==> src/rtl/mux_sel_arbiter.sv <==
// mux_sel_arbiter: round-robin owner select for a downstream 2:1 mux.
// Grants one of two requesters at a time. A burst is bounded to MAX_HOLD
// cycles when the other source is waiting. sel only moves on a real owner
// change, so the mux never sees a needless toggle.
// Optional feature: define MUX_SEL_LOCK_EN to add lock_i. While lock_i is
// high, the forced switch is suppressed and the hold counter is frozen.
module mux_sel_arbiter #(
  parameter int MAX_HOLD = 4,
  parameter int CNT_W    = 3
) (
  input  logic       clk_i,
  input  logic       rst_n_i,
  input  logic [1:0] req_i,
`ifdef MUX_SEL_LOCK_EN
  input  logic       lock_i,
`endif
  output logic [1:0] grant_o,
  output logic       sel_o,
  output logic       busy_o,
  output logic       switched_o
);

  typedef enum logic [1:0] {
    IDLE = 2'd0,
    G0   = 2'd1,
    G1   = 2'd2
  } state_e;

  localparam logic [CNT_W-1:0] HOLD_LAST = CNT_W'(MAX_HOLD - 1);

  state_e           state_q, state_d;
  logic [CNT_W-1:0] hold_q, hold_d;
  logic             last_q, last_d;
  logic             sel_q, sel_d;
  logic             sw_q, sw_d;
  logic             lock_w;

`ifdef MUX_SEL_LOCK_EN
  assign lock_w = lock_i;
`else
  assign lock_w = 1'b0;
`endif

  // State and registered-output flops; reset leaves last=1 so source 0 wins the first tie
  always_ff @(posedge clk_i) begin
    if (!rst_n_i) begin
      state_q <= IDLE;
      hold_q  <= '0;
      last_q  <= 1'b1;
      sel_q   <= 1'b0;
      sw_q    <= 1'b0;
    end else begin
      state_q <= state_d;
      hold_q  <= hold_d;
      last_q  <= last_d;
      sel_q   <= sel_d;
      sw_q    <= sw_d;
    end
  end

  // Next owner, hold counter and tie-break memory
  always_comb begin
    logic   own_req;
    logic   oth_req;
    state_e oth_st;
    state_d = state_q;
    hold_d  = hold_q;
    last_d  = last_q;
    own_req = 1'b0;
    oth_req = 1'b0;
    oth_st  = IDLE;
    sel_d   = sel_q;
    sw_d    = 1'b0;
    case (state_q)
      IDLE: begin
        hold_d = '0;
        case (req_i)
          2'b01:   state_d = G0;
          2'b10:   state_d = G1;
          2'b11:   state_d = last_q ? G0 : G1;
          default: state_d = IDLE;
        endcase
      end
      G0, G1: begin
        own_req = (state_q == G1) ? req_i[1] : req_i[0];
        oth_req = (state_q == G1) ? req_i[0] : req_i[1];
        oth_st  = (state_q == G1) ? G0 : G1;
        if (!own_req) begin
          // Owner released: hand over directly, or go idle
          hold_d  = '0;
          state_d = oth_req ? oth_st : IDLE;
        end else if (lock_w) begin
          // Locked burst: keep owner, counter frozen
          hold_d = hold_q;
        end else if (hold_q == HOLD_LAST) begin
          hold_d = '0;
          if (oth_req) state_d = oth_st;
        end else begin
          hold_d = hold_q + CNT_W'(1);
        end
      end
      default: begin
        state_d = IDLE;
        hold_d  = '0;
      end
    endcase
    if (state_d != state_q) begin
      if (state_d == G0) last_d = 1'b0;
      if (state_d == G1) last_d = 1'b1;
    end
    // sel tracks the owner and holds through IDLE
    if (state_d == G1) sel_d = 1'b1;
    if (state_d == G0) sel_d = 1'b0;
    sw_d = (state_q != IDLE) && (state_d != IDLE) && (state_d != state_q);
  end

  // Outputs decoded from registered state
  always_comb begin
    grant_o    = 2'b00;
    if (state_q == G0) grant_o = 2'b01;
    if (state_q == G1) grant_o = 2'b10;
    busy_o     = (state_q != IDLE);
    sel_o      = sel_q;
    switched_o = sw_q;
  end

endmodule

==> config.mk <==
export PLATFORM = sky130hd
export DESIGN_NAME = mux_sel_arbiter
export DESIGN_NICKNAME = d
export VERILOG_FILES = /design/src/rtl/mux_sel_arbiter.sv
export SDC_FILE = /design/constraint.sdc
export NUM_CORES = 1
export LEC_CHECK = 0
export ABC_AREA = 1
export CORE_MARGIN = 4
export CORE_UTILIZATION = 37
export CTS_CLUSTER_DIAMETER = 60
export DETAILED_ROUTE_END_ITERATION = 10
export DONT_BUFFER_PORTS = 1
export SYNTH_ARGS = -nofsm -noshare
export SYNTH_HDL_FRONTEND = slang
export SYNTH_SLANG_ARGS = --single-unit
==> constraint.sdc <==
create_clock -name clk_i -period 4.5 [get_ports clk_i]
set_clock_uncertainty 0.2 [all_clocks]
set_input_delay 0.45 -clock clk_i [delete_from_list [all_inputs] [get_ports clk_i]]
set_output_delay 0.45 -clock clk_i [all_outputs]
set_load 0.02 [all_outputs]
==> run metrics, run 1 <==
Iteration-0 DRC Markers=3; share of the synthesized area in the top cell type=0.300; Syn. warnings=0; DR DRC count=0; Pleak=0.308 nW; Synth Cell Area=534 um2; combinational family with the most area after synthesis=simple AND/OR/NAND/NOR gates; fillers=141; Setup crit end kind=register; Synth Area in XOR/XNOR=0; Routed Antenna Nets=0; n_diodes=0; crit path DAT=2.20 ns; Setup WS post-layout=2.23 ns; clock-pin slew on the worst setup and hold paths=0.05 ns; CP top delay family=adder cells; FFs w/ async S/R, synth=0; Hold Crit Class=input port to register; total core area=0.00133 mm2; Overflow after GRT=0; Max Cap Viol=0; buffers and inverters on the worst path=1; Global Route Usage Sum=0.107; VDD IR-drop max=0.209 mV; Hold Vio Cnt, Final=0; share of layout cells above drive strength 1=0.152; Top FF cell, synth=dfxtp_1; routability cong.=0.728; Avg WL per Cell=9.85 um; Final Util=0.432; detailed-route via count=451; H-tree levels=1; die extent in y=46 um; Starting Density=0.401; Fmax=441 MHz; Max stage delay on crit path=0.40 ns; Worst setup SP type=register; WL final=926 um; final setup TNS=0 ns; die width=46 um; CTS tree=built; mux cell area share after synthesis=0; Register Area=160 um2; Via density=4.80; post-synthesis adder-cell area fraction=0.211; count leader, synth=nand2_1; TritonRoute pass-1 iters=2; vias in the first global route=421; Inserted Clock Buffers=3; Slew Viols, Final=0; Worst Path Max Fanout=6; status=complete, no violations; post-synthesis simple-gate area fraction=0.365; top cells by area, synth=dfxtp_1 (30%), ha_1 (21%), nand2_1 (13%); Tcrit/Tclk final=0.504; Fin Hold WS=0.0922 ns; Post-DP HPWL=739 um; Final setup viols=0; Max-Slew Margin vs Limit=0.767; Synth Area in Compound Gates=0.0328; die area=0.00212 mm2; Top Ports=9; post-synthesis sequential area ratio=0.300; Longest Clk Path Bufs=2; Pwr per Cell Area=473 mW/mm2; CTS hold repair buffers=0; post-CTS setup buffer count=0; Setup Slack @ Placement=2.24 ns; crit path cell chain=inv_1 > ha_1 > o21ai_1 > nand2_1 > nand2_1 > nand2_1 > nand2_2 > nand2_4 > ha_1 > nand3_1 > nand3_1; most used cell, CP=nand2_1; post-cts resize count=0; #FFs+latches synth=8; RSZ-0062 raised after global routing=false; # clock sinks=8; area of the multi-input gates=325 um2; Net count, final=94; first-pass GRT wire length=1600 um; largest net degree at the start of global routing=7; Row Count=13; area grow syn2layout=7.73%; crit path time final=2.27 ns; Synth Area per Inst=7.03 um2; IO buf count=0; design area=576 um2; Clk Latency, worst-skew pair=0.25 ns; Distinct cells, synth=13; critical setup path kind=register to register; synth cell count leaders=nand2_1 (18), inv_1 (11), ha_1 (9), nor2_1 (9); CP max stage cell=dfxtp_1; Post-synth EDFFs=0; initial antenna violation count=0; area leader, netlist=dfxtp_1; Synthesized Nets=89; CTS root buffer=clkbuf_4; Mapped Cells=76; placed cell area=553 um2; worst path required time=4.43 ns; Worst Tran Pin Value=0.350 ns
==> power by group <==
| group | switching (mW) | leakage [nW] | internal [mW] |
|---|---|---|---|
| combinational | 0.0786 | 0.229 | 0.0417 |
| sequential | 0.0152 | 0.0654 | 0.0845 |
| clock | 0.0221 | 0.0138 | 0.0304 |
| total | 0.116 | 0.308 | 0.157 |
==> routing by layer <==
layer,share of wire,vias to the layer above,routed length (um),global-route usage
li1,-,241,-,-
met1,0.49,195,458,0.138
met2,0.41,11,379,0.151
met3,0.073,4,68,0.0316
met4,0.022,0,20,0.0682
met5,0,-,0,0
==> logic make-up after synthesis <==
kind of cell,Yosys count
and+or+nand+nor,43
buffers and inverters,13
adders and majority gates,9
DFF,8
AOI/OAI and AO/OA,3
==> worst paths after layout <==
path / start / to / slack, ns / cells after the start
setup / recovery: state_q[0]$_SDFF_PN0_ / last_q$_SDFFE_PN1P_ / 2.23 / 11
hold / removal: rst_n_i / last_q$_SDFFE_PN1P_ / 0.09 / 1
setup reg to reg: state_q[0]$_SDFF_PN0_ / last_q$_SDFFE_PN1P_ / 2.23 / 11
hold reg to reg: hold_q[0]$_SDFF_PP0_ / hold_q[0]$_SDFF_PP0_ / 0.23 / 1
==> cell type report <==
class	count	share of cell area
Clock buffer	3	0.0391
Inverter	13	0.0848
Multi-Input combinational cell	55	0.565
Tap cell	15	0.0326
Sequential cell	8	0.278
==> metrics by stage <==
stage | total power [mW] | instances
after CTS | 0.278 | 94
after detailed placement | 0.222 | 91
after floorplan | 0.201 | 76
after global routing | 0.300 | 94
after global placement | 0.219 | 91
final | 0.272 | 94
==> flip-flops by register name, indices dropped and copies added, names as in the netlist <==
| name | flops |
|---|---|
| sel_o | 1 |
| switched_o | 1 |
| state_q | 2 |
| last_q | 1 |
| hold_q | 3 |
==> placed cells by master, fill, tap and decap left out <==
cell type and count:
nor2_1 9, ha_1 9, inv_1 11, nand2_4 1, nand2_2 6, clkbuf_4 3, o211ai_1 1, dfxtp_1 8
nor3_1 1, o21ai_1 1, inv_2 2, o21ai_0 1, nand3_1 8, nand2_1 18
Note: power is estimated with default switching activity, not from simulation.
==> inputs of run 2 (changes only) <==
clock period = 2.1 ns   (was 4.5 ns; I/O delays follow)
==> run metrics, run 2 (synthesis results as in run 1) <==
Final setup viols=0; H-tree levels=1; Hold Vio Cnt, Final=0; Net count, final=98; CP max stage cell=dfxtp_1; Worst Tran Pin Value=0.232 ns; most frequent cells in the layout=nand2_1 (18), inv_1 (11), nor2_1 (9); Worst Path Max Fanout=5; first-pass GRT wire length=1750 um; registers with the most flip-flops=hold_q (3), state_q (2); Tcrit/Tclk final=0.938; commonest non-fill, non-tap cell in the layout=nand2_1; Critical Path End=last_q$_SDFFE_PN1P_; Inserted Clock Buffers=3; detailed-route via count=463; # clock sinks=8; total core area=0.00133 mm2; n_diodes=0; crit path time final=1.97 ns; Longest Clk Path Bufs=2; area grow syn2layout=19.0%; Routed Antenna Nets=0; CTS tree=built; initial antenna violation count=0; Power, Total=0.631 mW; Slew Viols, Final=0; Max-Slew Margin vs Limit=0.845; Pwr per Cell Area=993 mW/mm2; crit path cell chain=ha_1 > ha_2 > nand3_1 > nand2_1 > nand2_1 > nand2_1 > nand2_1 > nand2_1 > nand2_2 > nand2_4 > ha_4 > nand2_1 > nand2_1 > nand3_1; Overflow after GRT=0; Row Count=13; IO buf count=0; reg2reg setup slack=0.13 ns; die area=0.00212 mm2; status=complete, no violations; Via density=4.72; share of layout cells above drive strength 1=0.217; crit path DAT=1.90 ns; post-CTS setup buffer count=0; Fmax=508 MHz; routability cong.=0.824; worst path required time=2.03 ns; r2r endpoint=last_q$_SDFFE_PN1P_; Max Cap Viol=0; most used cell, CP=nand2_1; Setup crit end kind=register; WL final=1010 um; Hold Crit Class=input port to register; Worst setup SP type=register; Largest Register=hold_q; reg2reg path depth=14; TritonRoute pass-1 iters=3; worst setup path startpoint=hold_q[0]$_SDFF_PP0_; Clk Latency, worst-skew pair=0.24 ns; Top Ports=9; VDD IR-drop max=0.479 mV; r2r startpoint=hold_q[0]$_SDFF_PP0_; CTS root buffer=clkbuf_4; clock-pin slew on the worst setup and hold paths=0.05 ns; Post-DP HPWL=781 um; Avg WL per Cell=10.3 um; Max stage delay on crit path=0.31 ns; critical setup path kind=register to register; Global Route Usage Sum=0.113; largest net degree at the start of global routing=7; vias in the first global route=453; final setup TNS=0 ns; Iteration-0 DRC Markers=7; die extent in y=46 um; Largest register FFs=3; Pleak=0.328 nW; Starting Density=0.401; Fin Hold WS=0.0938 ns; die width=46 um; DR DRC count=0
## run 2: cell count changes in the layout (fill, tap and decap cells not counted), sizes merged
| cell | delta |
|---|---|
| buf | +3 |
| dlygate4sd3 | +1 |
## run 2: power by group
part	leakage [nW]	internal, mW	total, mW	switching (mW)
clock network	0.0138	0.0650	0.111	0.0464
registers	0.0654	0.181	0.214	0.0325
logic	0.248	0.121	0.306	0.185
total	0.328	0.367	0.631	0.264
## run 2: final cells by class
cell class | count | area, um2
Timing Repair Buffer | 4 | 32.5
Sequential cell | 8 | 160
Multi-Input combinational cell | 55 | 353
Inverter | 13 | 48.8
Fill cell | 145 | 698
Clock buffer | 3 | 22.5
Tap cell | 15 | 18.8
## run 2: stage by stage
| step | area, um2 | instances | setup slack (ns) | util |
|---|---|---|---|---|
| floorplan | 534 | 76 | 0.0216 | - |
| global placement | 576 | 94 | 0.0732 | 0.432 |
| detailed placement | 576 | 94 | 0.0537 | 0.432 |
| CTS | 608 | 98 | 0.0363 | 0.456 |
| global route | 636 | 98 | -0.00238 | 0.477 |
| finish | 636 | 98 | 0.130 | 0.477 |
## run 2: worst min path at each step
| stage | start | to | slack, ns | cells past startpoint |
|---|---|---|---|---|
| floorplan | rst_n_i | last_q$_SDFFE_PN1P_ | 0.09 | 1 |
| global placement | rst_n_i | last_q$_SDFFE_PN1P_ | 0.1 | 1 |
| detailed placement | rst_n_i | last_q$_SDFFE_PN1P_ | 0.10 | 1 |
| CTS | req_i[0] | hold_q[2]$_SDFF_PP0_ | 0.09 | 4 |
| global route | req_i[0] | hold_q[2]$_SDFF_PP0_ | 0.12 | 4 |
| finish | req_i[0] | hold_q[2]$_SDFF_PP0_ | 0.09 | 4 |
## run 2: repair_timing
item                                    4_1_cts  5_1_grt
endpoints found under the setup margin        0        3
endpoints found under the hold margin         4        0
hold buffers                                  1        0
resized for setup                             0        4
## run 2: layer usage
layer / global-route usage / share of wire / vias up
li1: - / - / 250
met5: 0 / 0 / -
met3: 0.0237 / 0.073 / 0
met1: 0.153 / 0.49 / 205
met2: 0.162 / 0.43 / 8
met4: 0.0682 / 0 / 0
## run 2: worst max-delay path, delay by kind of cell, from the launching register on
family / cells / cell delay, ns
and+or+nand+nor: 11 / 0.70
adders and majority gates: 3 / 0.66
DFF: 1 / 0.31
==> inputs of run 3 (changes only) <==
REMOVE_ABC_BUFFERS = 1   (was unset)
==> results of run 3 <==
The final DEF is identical to that of run 2; final timing and power are the same.
